**config.mk**
```make
export PLATFORM = sky130hd
export DESIGN_NAME = program_rom_ctrl
export DESIGN_NICKNAME = d
export VERILOG_FILES = /design/src/rtl/program_rom_ctrl.sv
export SDC_FILE = /design/constraint.sdc
export NUM_CORES = 1
export LEC_CHECK = 0
export ABC_AREA = 1
export BUFFER_PORTS_ARGS = -buffer_cell sky130_fd_sc_hd__buf_2
export CAP_MARGIN = 15
export CORE_MARGIN = 2
export CORE_UTILIZATION = 38
export CTS_BUF_LIST = sky130_fd_sc_hd__clkbuf_8
export DETAILED_ROUTE_END_ITERATION = 7
export PLACE_DENSITY = 0.56
export SETUP_SLACK_MARGIN = 0.2
export SLEW_MARGIN = 20
export SYNTH_ARGS = -nofsm -noshare
export SYNTH_HDL_FRONTEND = slang
export SYNTH_SLANG_ARGS = --single-unit
export TNS_END_PERCENT = 100
```
**constraint.sdc**
```tcl
create_clock -name clock -period 2.3 [get_ports clock]
set_clock_uncertainty 0.15 [all_clocks]
set_input_delay 0.23 -clock clock [delete_from_list [all_inputs] [get_ports clock]]
set_output_delay 0.23 -clock clock [all_outputs]
set_load 0.02 [all_outputs]
```
**src/rtl/program_rom_ctrl.sv**
```systemverilog
// Boot-loadable program store: written over the load port while in BOOT, then locked
// and served through a fixed-latency fetch pipeline with out-of-range fault reporting.
module program_rom_ctrl #(
    parameter int                    DATA_WIDTH   = 8,
    parameter int                    ADDR_WIDTH   = 8,
    parameter int                    DEPTH        = 128,
    parameter int                    READ_LATENCY = 1,
    parameter logic [DATA_WIDTH-1:0] FILL_VALUE   = '0
) (
    input  logic                  clock,
    input  logic                  reset,
    input  logic                  load_we,
    input  logic [ADDR_WIDTH-1:0] load_addr,
    input  logic [DATA_WIDTH-1:0] load_data,
    input  logic                  load_done,
    input  logic                  rd_req,
    input  logic [ADDR_WIDTH-1:0] rd_addr,
    output logic                  rd_ready,
    output logic                  rd_valid,
    output logic [DATA_WIDTH-1:0] rd_data,
    output logic                  rd_fault,
    output logic                  locked,
    output logic                  load_err,
    output logic [DATA_WIDTH-1:0] load_sum
);

    localparam int IDX_W = (DEPTH > 1) ? $clog2(DEPTH) : 1;
    localparam int LAT   = (READ_LATENCY < 1) ? 1 : ((READ_LATENCY > 3) ? 3 : READ_LATENCY);
    // One extra bit so DEPTH == 2**ADDR_WIDTH is representable in the bound.
    localparam logic [ADDR_WIDTH:0] DEPTH_EXT = (ADDR_WIDTH + 1)'(DEPTH);

    typedef enum logic {
        BOOT = 1'b0,
        RUN  = 1'b1
    } state_t;

    typedef logic [DATA_WIDTH-1:0] mem_t [DEPTH];

    function automatic mem_t default_image();
        mem_t img;
        for (int i = 0; i < DEPTH; i++) begin
            case (i)
                0:       img[i] = DATA_WIDTH'(8'h86);
                1:       img[i] = DATA_WIDTH'(8'hAA);
                2:       img[i] = DATA_WIDTH'(8'h96);
                3:       img[i] = DATA_WIDTH'(8'hE0);
                4:       img[i] = DATA_WIDTH'(8'h20);
                default: img[i] = '0;
            endcase
        end
        return img;
    endfunction

    // Contents survive reset; only the power-up image is preset.
    mem_t mem_q = default_image();

    state_t                state_q, state_d;
    logic                  load_err_q, load_err_d;
    logic [DATA_WIDTH-1:0] load_sum_q, load_sum_d;

    logic                  pipe_vld_q [LAT];
    logic                  pipe_vld_d [LAT];
    logic                  pipe_flt_q [LAT];
    logic                  pipe_flt_d [LAT];
    logic [DATA_WIDTH-1:0] pipe_dat_q [LAT];
    logic [DATA_WIDTH-1:0] pipe_dat_d [LAT];

    logic                  load_in_range;
    logic                  rd_in_range;
    logic                  mem_we;
    logic                  accept;
    logic [IDX_W-1:0]      load_idx;
    logic [IDX_W-1:0]      rd_idx;
    logic [DATA_WIDTH-1:0] rd_word;

    assign load_in_range = ({1'b0, load_addr} < DEPTH_EXT);
    assign rd_in_range   = ({1'b0, rd_addr} < DEPTH_EXT);
    assign load_idx      = load_addr[IDX_W-1:0];
    assign rd_idx        = rd_addr[IDX_W-1:0];
    assign rd_word       = mem_q[rd_idx];

    assign locked   = (state_q == RUN);
    assign rd_ready = locked;
    assign accept   = rd_req & rd_ready;
    assign mem_we   = (state_q == BOOT) & load_we & load_in_range;

    always_comb begin
        state_d    = state_q;
        load_err_d = load_err_q;
        load_sum_d = load_sum_q;

        case (state_q)
            BOOT: begin
                if (load_we) begin
                    if (load_in_range) begin
                        load_sum_d = load_sum_q + load_data;
                    end else begin
                        load_err_d = 1'b1;
                    end
                end
                if (load_done) begin
                    state_d = RUN;
                end
            end
            RUN: begin
                if (load_we) begin
                    load_err_d = 1'b1;
                end
            end
            default: state_d = BOOT;
        endcase
    end

    always_ff @(posedge clock or negedge reset) begin
        if (!reset) begin
            state_q    <= BOOT;
            load_err_q <= 1'b0;
            load_sum_q <= '0;
        end else begin
            state_q    <= state_d;
            load_err_q <= load_err_d;
            load_sum_q <= load_sum_d;
        end
    end

    always_ff @(posedge clock) begin
        if (mem_we) begin
            mem_q[load_idx] <= load_data;
        end
    end

    // Each stage's data only moves with a valid token, so the last stage holds the last fetch.
    always_comb begin
        for (int i = 0; i < LAT; i++) begin
            pipe_vld_d[i] = pipe_vld_q[i];
            pipe_flt_d[i] = pipe_flt_q[i];
            pipe_dat_d[i] = pipe_dat_q[i];
        end

        pipe_vld_d[0] = accept;
        pipe_flt_d[0] = accept & ~rd_in_range;
        if (accept) begin
            pipe_dat_d[0] = rd_in_range ? rd_word : FILL_VALUE;
        end

        for (int i = 1; i < LAT; i++) begin
            pipe_vld_d[i] = pipe_vld_q[i-1];
            pipe_flt_d[i] = pipe_flt_q[i-1];
            if (pipe_vld_q[i-1]) begin
                pipe_dat_d[i] = pipe_dat_q[i-1];
            end
        end
    end

    always_ff @(posedge clock or negedge reset) begin
        if (!reset) begin
            for (int i = 0; i < LAT; i++) begin
                pipe_vld_q[i] <= 1'b0;
                pipe_flt_q[i] <= 1'b0;
                pipe_dat_q[i] <= '0;
            end
        end else begin
            for (int i = 0; i < LAT; i++) begin
                pipe_vld_q[i] <= pipe_vld_d[i];
                pipe_flt_q[i] <= pipe_flt_d[i];
                pipe_dat_q[i] <= pipe_dat_d[i];
            end
        end
    end

    assign rd_valid = pipe_vld_q[LAT-1];
    assign rd_fault = pipe_flt_q[LAT-1];
    assign rd_data  = pipe_dat_q[LAT-1];
    assign load_err = load_err_q;
    assign load_sum = load_sum_q;

endmodule

```
# Word level (Yosys, flattened, before mapping)
# Memory sizes are Yosys's and may differ from the RTL's.
# Index checks and enable logic that the tools add are counted.
# classes
n_bitwise,6
n_div,0
mux,9
add_sub_neg,1
n_shift,0
reduce_logical,2
n_eq_ne,3
mul,0
magnitude_cmp,2
# op_table
operator,n
$lt 8x8->1 const B,2
$add 8x8->8,1
$mux 8,1
$mux 1,7
$ne 2x2->1 const B,3
$reduce_and 3->1,2
$and 1x1->1,4
$not 1->1,2
$pmux 1 s2,1
# totals
ramBits,1024
input_bits,29
register_bits,20
wordCells,30
mem_count,1
latch_bits,0
output_inout_bits,21
romBits,0
# mem_list
name,words,word_bits,rd,rd_clocked_by_memory_dff,write_ports,line,source
mem_q,128,8,1,0,1,55,mem_t mem_q = default_image();

# Depth between registers and ports, before layout
# depth
word_depth,5
mapped_depth,14
mapped_depth_nobuf,11

# Worst setup path before layout
# OpenSTA, ideal clock, no wires.
# synth_timing
kind,register to register
start,"register state_q, in the netlist locked"
end,memory mem_q[32][0] (netlist bit) (enable)
path_buffers,2
synth_period_minus_slack_ps,2265
stages_incl_launch_ff,8
t_arrival_ps,1745
required_time_ps,1780
path_slack_ps,35
setup_time_ps,370
cell_sequence,dfrtp_1 inv_1 nand2_1 nor2_1 buf_2 nand4_1 clkbuf_1 nor2_1
# synth_between
elab_chain_cells,5
# synth_lines
element,line,source
"start, declared",57,"state_t state_q, state_d;"
"start signal, assigned",120,state_q <= state_d;
$not 1->1 (no source line),n/a,
$and 1x1->1 (2 in series),85,assign mem_we = (state_q == BOOT) & load_we & load_in_range;
$mux 1,127,if (mem_we) begin
$mux 1 (not written as such),128,mem_q[load_idx] <= load_data;
"end, declared",55,
# Every way passes these cells.

# Worst setup path in the final report
# layout_timing
start,"register state_q, in the netlist locked"
end,memory mem_q[87][4] (netlist bit) (enable)
# Same word-level chain as after synthesis.

==> key figures <==
Run status
  • Outcome: finished clean

Global route
  • Largest net degree at the start of global routing: between 100 and 150
  • Busiest grt layer: met2
  • GRT met2 Usage: 33.21%
  • GRT met3 Usage: 4.452%
  • Vias in the first global route: 27970
  • Initial antenna violation count: 3
  • GRT Residual Overflow: 0
  • Met1 Track Usage GR: around 29%
  • All-Layer GR Usage: 20.91%
  • First-pass GRT wire length: about 180000 um

Power and ir drop
  • Clk pwr share: 38.7%
  • Sw Ratio: ~24%
  • Combinational Power Share: 7.0%
  • Flop pwr share: a little over half
  • Psw: 9.380 mW
  • PwrDens: 772.5 mW/mm^2
  • Peak supply drop: ~460 uV
  • Pint: between 20 and 30 mW
  • Leak: 18.34 nW

Synth
  • Yosys top cell area share: 71.71%
  • Ys flop type: edfxtp_1
  • Dominant cells by area after synthesis: edfxtp_1 (72%), nand3_1 (11%), nand2_1 (10%), buf_2 (1.4%), buf_6 (1.2%)
  • Synth cell count leaders: nand2_1 (1146), edfxtp_1 (1024), nand3_1 (985), nor2_1 (139), buf_2 (124)
  • Register bit total from synthesis: 1044
  • Synth cell types: 23
  • Post-synth EDFFs: approximately 1000
  • Post-synthesis sequential area ratio: approximately 73%
  • Syn. warnings: 0
  • Syn Area/Cell: 11.87 um^2
  • Post-synth ARST share: about 1.9%
  • Mapped Cells: 3612
  • Syn Std Cell Area: 0.04288 mm^2
  • Synth Net Count: 3649
  • Dominant cell type by area after synthesis: edfxtp_1
  • Count leader, synth: nand2_1

Clock network
  • Clock buffer depth: 3
  • CTS Buf Count: 174
  • Clk Latency, worst-skew pair: between 800 and 900 ps
  • Clk sinks: about 1000
  • H-tree lvl count: 4
  • CTS tree: built
  • Clock transition at path regs: 60 ps
  • Root Driver: clkbuf_8

Route
  • WL final: 122200 um
  • Initial drt markers: 2878
  • Total number of vias: 28610
  • Drt pass-1 iters: 6
  • Avg WL per Cell: approximately 22 um
  • # DRC: 0
  • ANT nets after route: 0
  • Via density per instance: 5.150

Placement
  • IO Port Bufs: 49
  • Routability Congestion: ~0.85
  • Hpwl dp: just over 70000 um
  • DP Cell Count: 5207

Worst setup path
  • Worst Setup EP: mem_q[87][4]
  • Startpoint types: flop
  • Setup CP Type: flop to flop
  • Arr. time, crit path: between 2000 and 2500 ps
  • Crit path from: locked
  • R2r setup slk: about 230 ps
  • Worst setup EP type: flop
  • Worst path required time: 2680 ps
  • R2R Path End: mem_q[87][4]
  • Critical-path maximum fanout: 10
  • R2r worst-path depth: 9
  • RR Startpoint: locked

Floorplan
  • Core area: 0.1122 mm^2
  • Die Y: about 340 um
  • Die Wd: around 340 um
  • Die area: approximately 0.12 mm^2
  • I/O pin count: 50
  • FP Rows: 123
  • Initial core utilization: a little under two fifths

STA
  • Max_slew headroom: between 40% and 50%
  • Final min period: slightly above 2000 ps
  • Least-Margin Pin Slew: 760.0 ps
  • Tcrit/Tclk final: approximately 90%
  • Fin. max-slew vios: 0
  • Final-report hold violation count: 0
  • Fmax: 483.4 MHz
  • Worst hold slack: 48.00 ps
  • Finish-stage setup viols: 0
  • RSZ-0062 raised after global routing: true

Run
  • # Max-Cap Violations: 0

Cells and area
  • Proportion of layout cells with a drive suffix above 1: 13.94%
  • Nets: 3950
  • Area grow syn2layout: 16.55%
  • Finished Layout Cells: 5555

Min path
  • Hold Path Class: input pin to flop
[cell usage in the layout (no fill, tap or decap), types with 18 or more instances in the layout]
master            n
clkbuf_8        185
nand2_1        1145
dfrtp_1          19
buf_2            38
dlygate4sd3_1    26
buf_4           217
buf_12           56
inv_1           103
edfxtp_1       1024
nor2_1          125
buf_6            18
clkinv_1         26
nand3_1         985
[worst max-delay path, cell delays in order, from the launching register on]
cell       delay (ps)
dfrtp_2           440
inv_1              60
nand2_1            40
nor2_1            110
buf_6             180
nand4_1            90
buf_4             180
clkbuf_16         190
nor2_1            100
buf_4             190
[layout make-up]
cell class                      instances  area (um^2)
Timing Repair Buffer                  359         3473
Antenna cell                            2        5.005
Sequential cell                      1044        31250
Clock buffer                          185         2546
Tap cell                             1500         1877
Fill cell                           10390        62210
Inverter                               27        127.6
Clock inverter                        131        599.3
Multi-Input combinational cell       2307        10100
[routing by layer]
metal  wire length (um)  vias up
met5                 12        -
li1                   -    13420
met1              52710    13950
met2              57040     1045
met4               2968        2
met3               9486      193
[kinds of logic after synthesis]
family	count (synthesis)	synth area share (%)
buffers and inverters	261	3.714
xor gates and xnor gates	4	0.08171
and+or+nand+nor	2280	22.89
AOI/OAI and AO/OA	15	0.1867
adders and majority gates	8	0.2509
DFF	1044	72.88
[power by group through the flow]
stage / sequential (mW) / clock, mW / combinational [mW]
detailed placement: 21.3 / 0 / 2.65
floorplan: 21.4 / 0 / 1.37
CTS: 21.0 / 15.2 / 2.69
finish: 21.0 / 15.0 / 2.69
global placement: 21.3 / 0 / 2.64
global route: 20.9 / 16.0 / 2.92
[timing repair]
item,CTS,global route
endpoints found under the hold margin,810,0
pin swaps,0,0
hold buffers,27,0
buffers inserted,0,2
endpoints found under the setup margin,71,956
resized for setup,5,31
gates cloned,0,1
[flip-flops by register name, summed over array words and instances, names as in the netlist]
signal    count
rd_valid      1
rd_fault      1
rd_data       8
locked        1
mem_q      1024
load_sum      8
load_err      1
[per-stage QoR]
stage | TNS (ps) | instance area, um^2 | power, mW | utilization, % | worst slack [ps]
after floorplan | 0 | 42880 | 22.73 | - | 35.16
after global placement | -374.6 | 46390 | 23.99 | 41.35 | -107.1
after detailed placement | -252.1 | 46390 | 24.00 | 41.35 | -84.71
after CTS | 0 | 49830 | 38.88 | 44.41 | 190.4
after global routing | 0 | 49980 | 39.92 | 44.54 | 125.1
final | 0 | 49980 | 38.61 | 44.55 | 231.3
[worst min-delay path by stage]
| stage | startpoint | endpoint | slack, ps | cells past startpoint |
|---|---|---|---|---|
| detailed placement | reset | load_sum[7] | 170 | 1 |
| global route | load_addr[1] | mem_q[66][2] | 40 | 4 |
| finish | load_addr[1] | mem_q[66][7] | 50 | 4 |
| global placement | reset | load_sum[7] | 170 | 1 |
| CTS | load_addr[1] | mem_q[107][1] | 20 | 4 |
| floorplan | reset | load_err | -220 | 0 |
Note: power is estimated with default switching activity, not from simulation.
